[config.mk]
export PLATFORM = sky130hd
export DESIGN_NAME = nbit_pred
export DESIGN_NICKNAME = d
export VERILOG_FILES = /design/src/rtl/nbit_pred.sv
export SDC_FILE = /design/constraint.sdc
export NUM_CORES = 1
export LEC_CHECK = 0
export ABC_AREA = 1
export BUFFER_PORTS_ARGS = -buffer_cell sky130_fd_sc_hd__buf_2
export CAP_MARGIN = 20
export CORE_UTILIZATION = 30
export DETAILED_ROUTE_END_ITERATION = 10
export PLACE_DENSITY = 0.58
export SYNTH_ARGS = -nofsm -noshare
export SYNTH_HDL_FRONTEND = slang
export SYNTH_SLANG_ARGS = --single-unit
[constraint.sdc]
create_clock -name clk -period 3.7 [get_ports clk]
set_input_delay 0.555 -clock clk [delete_from_list [all_inputs] [get_ports clk]]
set_output_delay 0.555 -clock clk [all_outputs]
set_load 0.02 [all_outputs]
[src/rtl/nbit_pred.sv]
// nbit_pred: table of 2**IDX_W saturating counters used as an N-bit branch
// direction predictor. One prediction port (one-cycle registered result) and
// one update port (resolved outcome) operate concurrently every cycle. A
// prediction and an update on the same entry in the same cycle see the
// post-update counter value. Miss and update statistics saturate.
module nbit_pred #(
    parameter int IDX_W      = 3,
    parameter int CTR_W      = 2,
    parameter int INIT_STATE = 1,
    parameter int STAT_W     = 16
) (
    input  logic              clk,
    input  logic              init,
    input  logic              pred_valid,
    input  logic [IDX_W-1:0]  pred_addr,
    output logic              pred_rdy,
    output logic              pred_taken,
    input  logic              upd_valid,
    input  logic [IDX_W-1:0]  upd_addr,
    input  logic              upd_outcome,
    output logic [STAT_W-1:0] miss_cnt,
    output logic [STAT_W-1:0] upd_cnt
);

    localparam int DEPTH = 2 ** IDX_W;

    localparam logic [CTR_W-1:0]  CTR_ZERO  = '0;
    localparam logic [CTR_W-1:0]  CTR_ONE   = CTR_W'(1);
    localparam logic [CTR_W-1:0]  CTR_MAX   = {CTR_W{1'b1}};
    localparam logic [CTR_W-1:0]  CTR_INIT  = CTR_W'(INIT_STATE);
    localparam logic [STAT_W-1:0] STAT_ZERO = '0;
    localparam logic [STAT_W-1:0] STAT_ONE  = STAT_W'(1);
    localparam logic [STAT_W-1:0] STAT_MAX  = {STAT_W{1'b1}};

    // Saturating up/down step of one predictor counter.
    function automatic logic [CTR_W-1:0] ctr_step(
        input logic [CTR_W-1:0] cur,
        input logic             up
    );
        logic [CTR_W-1:0] nxt;
        nxt = cur;
        if (up) begin
            if (cur != CTR_MAX) begin
                nxt = cur + CTR_ONE;
            end else begin
                nxt = cur;
            end
        end else begin
            if (cur != CTR_ZERO) begin
                nxt = cur - CTR_ONE;
            end else begin
                nxt = cur;
            end
        end
        return nxt;
    endfunction

    // Conditional saturating increment of a statistics counter.
    function automatic logic [STAT_W-1:0] stat_inc(
        input logic [STAT_W-1:0] cur,
        input logic              en
    );
        logic [STAT_W-1:0] nxt;
        nxt = cur;
        if (en && (cur != STAT_MAX)) begin
            nxt = cur + STAT_ONE;
        end else begin
            nxt = cur;
        end
        return nxt;
    endfunction

    logic [CTR_W-1:0]  ctr_tbl_r [DEPTH];
    logic              pred_rdy_r;
    logic              pred_taken_r;
    logic [STAT_W-1:0] miss_cnt_r;
    logic [STAT_W-1:0] upd_cnt_r;

    logic [CTR_W-1:0]  upd_cur_s;
    logic [CTR_W-1:0]  upd_new_s;
    logic              upd_miss_s;
    logic              fwd_hit_s;
    logic [CTR_W-1:0]  pred_ctr_s;
    logic [STAT_W-1:0] miss_nxt_s;
    logic [STAT_W-1:0] upd_nxt_s;

    // Update-port datapath: current entry, its next value and miss detection.
    always_comb begin
        upd_cur_s  = ctr_tbl_r[upd_addr];
        upd_new_s  = ctr_step(upd_cur_s, upd_outcome);
        upd_miss_s = upd_outcome ^ upd_cur_s[CTR_W-1];
    end

    // Prediction read with write-first forwarding from a same-entry update.
    always_comb begin
        fwd_hit_s  = upd_valid && (upd_addr == pred_addr);
        pred_ctr_s = CTR_ZERO;
        if (fwd_hit_s) begin
            pred_ctr_s = upd_new_s;
        end else begin
            pred_ctr_s = ctr_tbl_r[pred_addr];
        end
    end

    // Next values of the saturating statistics counters.
    always_comb begin
        miss_nxt_s = STAT_ZERO;
        upd_nxt_s  = STAT_ZERO;
        if (upd_valid) begin
            miss_nxt_s = stat_inc(miss_cnt_r, upd_miss_s);
            upd_nxt_s  = stat_inc(upd_cnt_r, 1'b1);
        end else begin
            miss_nxt_s = miss_cnt_r;
            upd_nxt_s  = upd_cnt_r;
        end
    end

    // Counter table: reload on reset, otherwise only the updated entry changes.
    always_ff @(posedge clk) begin
        if (!init) begin
            for (int i = 0; i < DEPTH; i++) begin
                ctr_tbl_r[i] <= CTR_INIT;
            end
        end else if (upd_valid) begin
            ctr_tbl_r[upd_addr] <= upd_new_s;
        end else begin
            ctr_tbl_r[upd_addr] <= ctr_tbl_r[upd_addr];
        end
    end

    // Registered prediction result; direction holds while no request is served.
    always_ff @(posedge clk) begin
        if (!init) begin
            pred_rdy_r   <= 1'b0;
            pred_taken_r <= 1'b0;
        end else if (pred_valid) begin
            pred_rdy_r   <= 1'b1;
            pred_taken_r <= pred_ctr_s[CTR_W-1];
        end else begin
            pred_rdy_r   <= 1'b0;
            pred_taken_r <= pred_taken_r;
        end
    end

    // Registered miss and update statistics.
    always_ff @(posedge clk) begin
        if (!init) begin
            miss_cnt_r <= STAT_ZERO;
            upd_cnt_r  <= STAT_ZERO;
        end else begin
            miss_cnt_r <= miss_nxt_s;
            upd_cnt_r  <= upd_nxt_s;
        end
    end

    assign pred_rdy   = pred_rdy_r;
    assign pred_taken = pred_taken_r;
    assign miss_cnt   = miss_cnt_r;
    assign upd_cnt    = upd_cnt_r;

endmodule

==> impl_results.md, run 1 <==
- Most used flip-flop cell after synthesis: sky130_fd_sc_hd__dfxtp_1
- Utilization after layout: 35.6%
- Gate Count Post-Synth: 435
- Number of setup buffers added after CTS: 0
- Global-route wire length before repair: 12.5 mm
- Final #Nets: 488
- Final Power: 1.08 mW
- Overflow left after global routing: 0
- Power dissipated by switching net loads: 307 µW
- Final clock period utilization by the worst path: 58.2%
- Slowest stage cell, crit path: sky130_fd_sc_hd__nor2_2
- Status: completed
- Leakage power total: 1.34 nW
- Combinational family with the most area after synthesis: simple AND/OR/NAND/NOR gates
- Hold buffers post-CTS: 0
- DRC violations left: 0
- Area growth syn-to-layout: 13.4%
- Initial core utilization: 31.4%
- Die height: 104 µm
- Row count: 36
- Die area: 10,700 µm²
- Clock power frac: 30.8%
- Floorplan die width: 104 µm
- # Max-Cap Violations: 0
- Mean post-synth cell area: 7.11 µm²
- Gate power share: 12.6%
- Placed wire-length estimate: 5.44 mm
- VDD IR max: 132 µV
- Clock slew seen by the registers of the worst setup and hold paths: 0.10 ns
- Number of filler instances in the final layout: 1,065
- Number of DRC violations after detailed-routing iteration 0: 136
- Family with the most delay on the worst path: simple AND/OR/NAND/NOR gates
- Clock tree root driver cell: sky130_fd_sc_hd__clkbuf_8
- Number of buffers created by CTS: 5
- Final setup viols: 0
- Net count after synthesis: 448
- Count of endpoints failing hold in the final timing report: 0
- Port Buf Inserts: 44
- Number of global-route vias before repair: 2,745
- Antenna violations before repair: 1
- CP Buf/Inv Count: 1
- Setup TNS after final layout: 0 ns
- Clock tree from TritonCTS: built
- RSZ-0062 raised after global routing: false
- GP Congestion: 0.837
- Simple logic cell fraction of the synthesized area: 35.8%
- Via density per instance: 4.79
- Post-synthesis instance area: 3090 µm²
- Post-synthesis xor/xnor area fraction: 5.10%
- Endpoint class of the critical path: flip-flop
- Detailed-route via count: 2,916
- Switch share: 28.4%
- Worst-case clock buffer depth: 2
- Boundary Pins: 45
- Core area: 9860 µm²
- Proportion of register bits with asynchronous set or reset after synthesis: 0%
- Clk sink count: 52
- Worst-Margin Slew: 0.741 ns
- Final wirelength: 7.39 mm
- Number of synthesized flops with an enable pin: 17
- DR pass1 iterations: 4
- Synthesized-area fraction occupied by adder cells: 0.809%
- Max Freq: 464 MHz
- Flop and latch count out of synthesis: 52
- Overall fraction of global-route tracks in use: 14.1%
- Clk_lat worst skew: 0.32 ns
- Path category of the worst min-delay check: flip-flop to flip-flop
- Critical path launch point type: flip-flop
- Power Internal: 773 µW
- Worst EP required: 3.95 ns
- Post-route setup slack: 1.54 ns
- Share of layout cells above drive strength 1: 17.9%
- Classification of the worst setup path: flip-flop to flip-flop
- Maximum number of pins on one net before global-route repair: 27
- Compound-cell area share of the yosys netlist: 9.99%
- Post-layout min period: 2.16 ns
- Number of max-slew violations in the final report: 0
- Number of inserted diodes: 0
- Total power divided by cell area: 308 nW/µm²
- Cells resized by post-CTS repair: 0
- Wire length per cell after detailed routing: 12.1 µm
- Arrival time worst endpoint: 2.41 ns
- H-tree level count: 2
- Layout Skew: 0.0134 ns
- Largest stage delay, worst path: 0.57 ns
- Cell breakdown of the critical path: ha_1, inv_1, nor2_2, nand3_1, nor2_1, nor2_2, nand3_4, nand2_1, nand2_1, nor2_1
- Part of the power in registers: 56.5%
- Yosys warning count: 0
- Sequential fraction of the synthesis area: 39.2%
- Fraction of synthesized area in multiplexers: 0.364%
- Number of unique standard cell types used by synthesis: 36
- Pre-CTS setup slack: 1.36 ns
- Crit Path Max Fanout: 17
- Detail Route Antenna Nets: 0
- Slew margin rel.: 50.5%
worst register-to-register path, cell delays in order, from the launching register on:
cell	delay [ns]
sky130_fd_sc_hd__dfxtp_1	0.35
sky130_fd_sc_hd__ha_1	0.28
sky130_fd_sc_hd__inv_1	0.09
sky130_fd_sc_hd__nor2_2	0.06
sky130_fd_sc_hd__nand3_1	0.08
sky130_fd_sc_hd__nor2_1	0.05
sky130_fd_sc_hd__nor2_2	0.57
sky130_fd_sc_hd__nand3_4	0.35
sky130_fd_sc_hd__nand2_1	0.14
sky130_fd_sc_hd__nand2_1	0.05
sky130_fd_sc_hd__nor2_1	0.09
logic make-up after synthesis:
family / Yosys count
AO/OA/AOI/OAI: 51
flip-flops: 52
XOR/XNOR: 18
adder cells (fa/ha/maj): 2
buffers and inverters: 66
AND/OR/NAND/NOR: 245
multiplexers: 1
cell usage after synthesis, types with 2 or more instances:
master	count	area, µm²
sky130_fd_sc_hd__a21oi_1	23	115
sky130_fd_sc_hd__a21oi_2	9	78.8
sky130_fd_sc_hd__buf_2	4	20.0
sky130_fd_sc_hd__buf_4	2	15.0
sky130_fd_sc_hd__clkbuf_1	5	18.8
sky130_fd_sc_hd__clkinv_1	2	7.51
sky130_fd_sc_hd__dfxtp_1	35	701
sky130_fd_sc_hd__edfxtp_1	17	510
sky130_fd_sc_hd__ha_1	2	25.0
sky130_fd_sc_hd__inv_1	50	188
sky130_fd_sc_hd__inv_2	2	7.51
sky130_fd_sc_hd__nand2_1	113	424
sky130_fd_sc_hd__nand2_2	10	62.6
sky130_fd_sc_hd__nand2_4	2	22.5
sky130_fd_sc_hd__nand3_1	25	125
sky130_fd_sc_hd__nand4_1	24	150
sky130_fd_sc_hd__nor2_1	52	195
sky130_fd_sc_hd__nor2_2	6	37.5
sky130_fd_sc_hd__nor3_1	5	25.0
sky130_fd_sc_hd__nor3b_1	2	15.0
sky130_fd_sc_hd__o211ai_1	4	30.0
sky130_fd_sc_hd__o21ai_0	10	50.1
sky130_fd_sc_hd__or2_0	2	12.5
sky130_fd_sc_hd__xnor2_1	10	87.6
sky130_fd_sc_hd__xor2_1	8	70.1
path summary, 6_finish.rpt:
check / cells after the start / slack, ns / from / to
worst max-delay path: 10 / 1.54 / miss_cnt[0] / miss_cnt[0]
worst min-delay path: 2 / 0.47 / flip-flop / flip-flop
worst max register to register: 10 / 1.54 / miss_cnt[0] / miss_cnt[0]
worst min register to register: 2 / 0.47 / flip-flop / flip-flop
state kept, by name, indices dropped and copies added (netlist names), named ones only:
signal / flops
ctr_tbl_r: 16
miss_cnt: 16
upd_cnt: 16
pred_rdy: 1
stage by stage:
stage	instance area (µm²)	cells	hold slack (ns)
finish	3510	609	0.473
global route	3510	609	0.489
CTS	3510	609	0.469
detailed placement	3420	601	0.460
global placement	3420	601	0.457
floorplan	3090	435	0.448
final cells by class:
cell class	count	area (µm²)	area share, %
flip-flops and latches	52	1210	34.5
clock buffers	5	68.8	1.96
clock inverters	3	21.3	0.606
well taps	133	166	4.74
multi-input cells	317	1610	45.9
inverters	54	203	5.78
repair buffers	45	228	6.49
layout by cell type (no fill, tap or decap), drive strengths merged, types with 3 or more instances in the layout:
cell type | synthesis | final
a21oi | 32 | 32
buf | 7 | 45
clkbuf | 5 | 5
dfxtp | 35 | 35
edfxtp | 17 | 17
inv | 52 | 53
nand2 | 125 | 125
nand3 | 26 | 26
nand4 | 24 | 24
nor2 | 58 | 58
nor3 | 5 | 5
o211ai | 4 | 4
o21ai | 12 | 12
or2 | 3 | 3
xnor2 | 10 | 10
xor2 | 8 | 8
power by group through the flow:
stage	Clock (mW)	Combinational (mW)	Sequential, mW
2_1_floorplan	0	0.0969	0.628
3_3_place_gp	0	0.136	0.624
3_5_place_dp	0	0.139	0.624
4_1_cts	0.350	0.139	0.611
5_1_grt	0.369	0.154	0.613
6_report	0.333	0.137	0.611
layer usage:
layer | vias to the layer above | routed length [µm] | GRT usage (%)
li1 | 1493 | - | -
met1 | 1340 | 3380 | 17.1
met2 | 72 | 3590 | 24.3
met3 | 9 | 352 | 3.15
met4 | 2 | 62 | 5.59
met5 | - | 13 | 0
(Power assumes the default switching activity.)
==> run 2, diff against run 1 <==
Clock period 3.7 ns to 2.2 ns, I/O delays scaled along.
==> run 2 against run 1 <==
First-iteration DRC count shrank 11%. Register-to-register slack lost 1.1 ns. Final area grew 1.9%. Sequential power grew 69%. Clock skew shrank 0.0098 ns. Combinational power grew 75%. Maximum frequency grew 21%. Sequential cell count is the same. Critical endpoint is now miss_cnt[4]. Largest power group unchanged.
==> impl_results.md, run 2 (same netlist as run 1, synthesis figures left out) <==
- Number of global-route vias before repair: 2,627
- Number of stages on the worst hold path: 2
- Endpoint class of the critical path: flip-flop
- Floorplan die width: 104 µm
- Boundary Pins: 45
- Maximum number of pins on one net before global-route repair: 26
- Clk_lat worst skew: 0.30 ns
- H-tree level count: 2
- Wire length per cell after detailed routing: 12.1 µm
- Die area: 10,700 µm²
- Worst-Margin Slew: 0.447 ns
- Clk sink count: 52
- Global-route wire length before repair: 12.5 mm
- Total power divided by cell area: 537 nW/µm²
- Most frequent cells in the layout: sky130_fd_sc_hd__nand2_1 (113), sky130_fd_sc_hd__nor2_1 (52), sky130_fd_sc_hd__inv_1 (50), sky130_fd_sc_hd__buf_2 (44), sky130_fd_sc_hd__dfxtp_1 (35)
- DR pass1 iterations: 4
- Crit Path Max Fanout: 17
- Row count: 36
- Post-layout min period: 1.78 ns
- Final clock period utilization by the worst path: 80.7%
- Overflow left after global routing: 0
- Switch share: 26.0%
- Number of DRC violations after detailed-routing iteration 0: 121
- Final wirelength: 7.43 mm
- Number of max-slew violations in the final report: 0
- Clock slew seen by the registers of the worst setup and hold paths: 0.09 ns
- Final Power: 1.92 mW
- Final #Nets: 493
- Core area: 9860 µm²
- Setup TNS after final layout: 0 ns
- Classification of the worst setup path: flip-flop to flip-flop
- Hold buffers post-CTS: 0
- Die height: 104 µm
- Depth of the most critical reg-to-reg path: 8
- Port Buf Inserts: 44
- Slew margin rel.: 70.2%
- Clock tree root driver cell: sky130_fd_sc_hd__clkbuf_8
- Number of setup buffers added after CTS: 0
- Number of buffers created by CTS: 5
- Clock tree from TritonCTS: built
- Power Internal: 1.42 mW
- Path category of the worst min-delay check: input port to flip-flop
- # Max-Cap Violations: 0
- Slowest stage cell, crit path: sky130_fd_sc_hd__dfxtp_1
- Arrival time worst endpoint: 2.01 ns
- Antenna violations before repair: 1
- Cells resized by post-CTS repair: 0
- VDD IR max: 248 µV
- GP Congestion: 0.837
- Worst EP required: 2.43 ns
- Family with the most delay on the worst path: simple AND/OR/NAND/NOR gates
- Part of the power in registers: 53.5%
- Final setup viols: 0
- Status: completed
- Initial core utilization: 31.4%
- Critical path depth: 8
- Gate power share: 12.5%
- Max Freq: 563 MHz
- Via density per instance: 4.67
- Placed wire-length estimate: 5.55 mm
- Cell breakdown of the critical path: nand2_1, nor2_1, nand3_1, nor2_1, nor2_4, nand3_4, nand2_1, a21oi_1
- Detail Route Antenna Nets: 0
- CP Buf/Inv Count: 0
- Worst-case clock buffer depth: 2
- Layout Skew: 0.00352 ns
- Largest stage delay, worst path: 0.49 ns
- Clock power frac: 34.1%
- Count of endpoints failing hold in the final timing report: 0
- Critical path launch point type: flip-flop
- Area growth syn-to-layout: 15.5%
- Leakage power total: 1.38 nW
- DRC violations left: 0
- Most common cell after layout, fill and taps aside: sky130_fd_sc_hd__nand2_1
- Overall fraction of global-route tracks in use: 14.2%
- RSZ-0062 raised after global routing: false
- Share of layout cells above drive strength 1: 18.5%
- Power dissipated by switching net loads: 498 µW
- Detailed-route via count: 2,877
[run 2: final timing paths]
check                           slack, ns     endpoint   startpoint
worst max-delay path                 0.42  miss_cnt[4]  miss_cnt[8]
worst min-delay path                 0.26    flip-flop   pred_valid
worst max register to register       0.42  miss_cnt[4]  miss_cnt[8]
worst min register to register       0.48    flip-flop    flip-flop
[run 2: per-stage QoR]
step           hold slack [ns]  area (µm²)  utilization [%]  setup slack [ns]  cells
5_1_grt                  0.261        3570             36.2             0.146    615
3_3_place_gp             0.458        3460             35.0             0.181    606
2_1_floorplan            0.424        3090                -             0.469    435
3_5_place_dp             0.461        3460             35.0             0.166    606
6_report                 0.265        3570             36.2             0.425    616
4_1_cts                  0.258        3560             36.1             0.206    614
[run 2: power groups by stage]
stage | clock, mW | combinational [mW] | sequential (mW)
6_report | 0.653 | 0.240 | 1.03
4_1_cts | 0.674 | 0.244 | 1.03
2_1_floorplan | 0 | 0.163 | 1.06
3_3_place_gp | 0 | 0.240 | 1.05
5_1_grt | 0.719 | 0.272 | 1.03
3_5_place_dp | 0 | 0.243 | 1.05
[run 2: cell type report]
| type | instances | area (µm²) |
|---|---|---|
| diodes | 2 | 5.00 |
| repair buffers | 50 | 265 |
| clock buffers | 6 | 72.6 |
| inverters | 54 | 203 |
| fillers | 1073 | 6290 |
| well taps | 133 | 166 |
| multi-input cells | 317 | 1620 |
| flip-flops and latches | 52 | 1210 |
| clock inverters | 2 | 35.0 |
[run 2: per-layer routing]
metal	vias up	share of wire, %	GRT usage (%)
met3	10	3.9	2.96
met1	1304	47	17.9
met5	-	0	0
met2	55	47	23.9
li1	1508	-	-
met4	0	1.8	4.97
==> run 3, diff against run 2 <==
Settings changed: PLACE_DENSITY 0.58 to 0.6.
Clock period 2.2 ns to 1.5 ns, I/O delays scaled along.
==> run 3 against run 2 <==
The flow now finishes with violations (setup timing). Final area increased by 19%. Critical path type unchanged. Final cell count up 9.3%. Wire length is 12% higher. Hold slack got worse by 0.095 ns. Critical path depth is 2 lower. Power is 56% higher. Sequential power up 46%. Largest cell class unchanged. Setup slack worse by 0.49 ns.
==> impl_results.md, run 3 (same netlist as run 1, synthesis figures left out) <==
- Clk_lat worst skew: 0.31 ns
- Clock power frac: 32.3%
- Number of global-route vias before repair: 3,027
- Final clock period utilization by the worst path: 104%
- Worst EP required: 1.57 ns
- Most frequent cells in the layout: sky130_fd_sc_hd__nand2_1 (104), sky130_fd_sc_hd__buf_4 (55), sky130_fd_sc_hd__nor2_1 (48), sky130_fd_sc_hd__inv_1 (46), sky130_fd_sc_hd__buf_2 (44)
- Floorplan die width: 104 µm
- Clk sink count: 52
- Number of inserted diodes: 0
- Violated checks: setup timing
- Clock tree from TritonCTS: built
- Layout Skew: 0.0123 ns
- Worst-case clock buffer depth: 2
- Area growth syn-to-layout: 38.0%
- Clock slew seen by the registers of the worst setup and hold paths: 0.10 ns
- Total power divided by cell area: 702 nW/µm²
- Die area: 10,700 µm²
- Status: complete, but fails checks
- Detailed-route via count: 3,193
- Classification of the worst setup path: flip-flop to flip-flop
- Post-route setup slack: -0.0651 ns
- GP Congestion: 0.869
- Slew margin rel.: 74.4%
- Gate power share: 17.5%
- Final Power: 3.00 mW
- Die height: 104 µm
- Row count: 36
- Most common cell after layout, fill and taps aside: sky130_fd_sc_hd__nand2_1
- DR pass1 iterations: 4
- Endpoint class of the critical path: flip-flop
- Core area: 9860 µm²
- Leakage power total: 1.71 nW
- Part of the power in registers: 50.2%
- Setup TNS after final layout: -0.967 ns
- Switch share: 26.9%
- RSZ-0062 raised after global routing: true
- Power Internal: 2.19 mW
- Wire length per cell after detailed routing: 12.4 µm
- Post-layout min period: 1.57 ns
- Path category of the worst min-delay check: input port to flip-flop
- Port Buf Inserts: 44
- Global-route wire length before repair: 14.2 mm
- Share of layout cells above drive strength 1: 35.6%
- Max Freq: 639 MHz
- Number of DRC violations after detailed-routing iteration 0: 188
- VDD IR max: 439 µV
- # Max-Cap Violations: 0
- Initial core utilization: 31.4%
- Boundary Pins: 45
- Via density per instance: 4.74
- Overall fraction of global-route tracks in use: 16.1%
- Critical path launch point type: flip-flop
- Antenna violations before repair: 1
- Crit Path Max Fanout: 8
- Clock tree root driver cell: sky130_fd_sc_hd__clkbuf_8
- Final setup viols: 30
- Maximum number of pins on one net before global-route repair: 20
- Final wirelength: 8.35 mm
- Worst-Margin Slew: 0.383 ns
- Final #Nets: 552
- Number of filler instances in the final layout: 1,009
- Arrival time worst endpoint: 1.64 ns
- Power dissipated by switching net loads: 806 µW
- Number of buffers created by CTS: 5
- Detail Route Antenna Nets: 0
- Placed wire-length estimate: 6.09 mm
- DRC violations left: 0
- Number of max-slew violations in the final report: 0
- Overflow left after global routing: 0
- Count of endpoints failing hold in the final timing report: 0
- H-tree level count: 2
run 3: path summary, 6_finish.rpt:
check,from,to,slack [ns],cells past startpoint
max,ctr_tbl_r[2][0],ctr_tbl_r[4][0],-0.07,6
min,pred_valid,flip-flop,0.17,2
max reg2reg,ctr_tbl_r[2][0],ctr_tbl_r[4][0],-0.07,6
min reg2reg,flip-flop,flip-flop,0.48,2
run 3: cell type report:
type | instances | area [µm²] | area share [%]
Clock inverter | 3 | 42.5 | 0.997
Tap cell | 133 | 166 | 3.90
Timing Repair Buffer | 107 | 754 | 17.7
Inverter | 54 | 205 | 4.81
Multi-Input combinational cell | 319 | 1790 | 41.8
Sequential cell | 52 | 1240 | 29.2
Clock buffer | 5 | 68.8 | 1.61
run 3: through the flow:
stage / cells / hold WS, ns / setup slack, ns / instance area (µm²) / utilization (%)
final: 673 / 0.170 / -0.0651 / 4270 / 43.3
after global routing: 673 / 0.159 / -0.167 / 4270 / 43.3
after CTS: 670 / 0.160 / -0.0836 / 4150 / 42.1
after detailed placement: 651 / 0.466 / -0.281 / 3850 / 39.1
after global placement: 651 / 0.459 / -0.231 / 3850 / 39.1
after floorplan: 435 / 0.319 / -0.00623 / 3140 / -
run 3: worst max-delay path, cell delays in order (launching register included):
cell and delay, ns:
sky130_fd_sc_hd__edfxtp_1 0.38, sky130_fd_sc_hd__or2_1 0.21, sky130_fd_sc_hd__o211ai_1 0.09, sky130_fd_sc_hd__nand4_1 0.17, sky130_fd_sc_hd__or2_1 0.28, sky130_fd_sc_hd__nand2_4 0.13
sky130_fd_sc_hd__nand2_2 0.06
run 3: timing repair:
action	CTS	global route
endpoints found under the setup margin	34	48
setup buffers	9	2
cloned	2	1
resized for setup	21	22
pin swaps	16	8
hold buffers	0	0
run 3: metal layers:
metal,vias to the layer above,wire length [µm],GRT usage [%]
li1,1625,-,-
met1,1493,3870,20.8
met2,64,4040,27.2
met3,9,363,3.15
met4,2,63,4.04
met5,-,13,0
run 3: power groups by stage:
stage                     sequential (mW)  clock [mW]  combinational (mW)
final                                1.50       0.969               0.523
after global placement               1.54           0               0.420
after detailed placement             1.54           0               0.426
after floorplan                      1.55           0               0.242
after CTS                            1.50        1.01               0.489
after global routing                 1.51        1.05               0.574
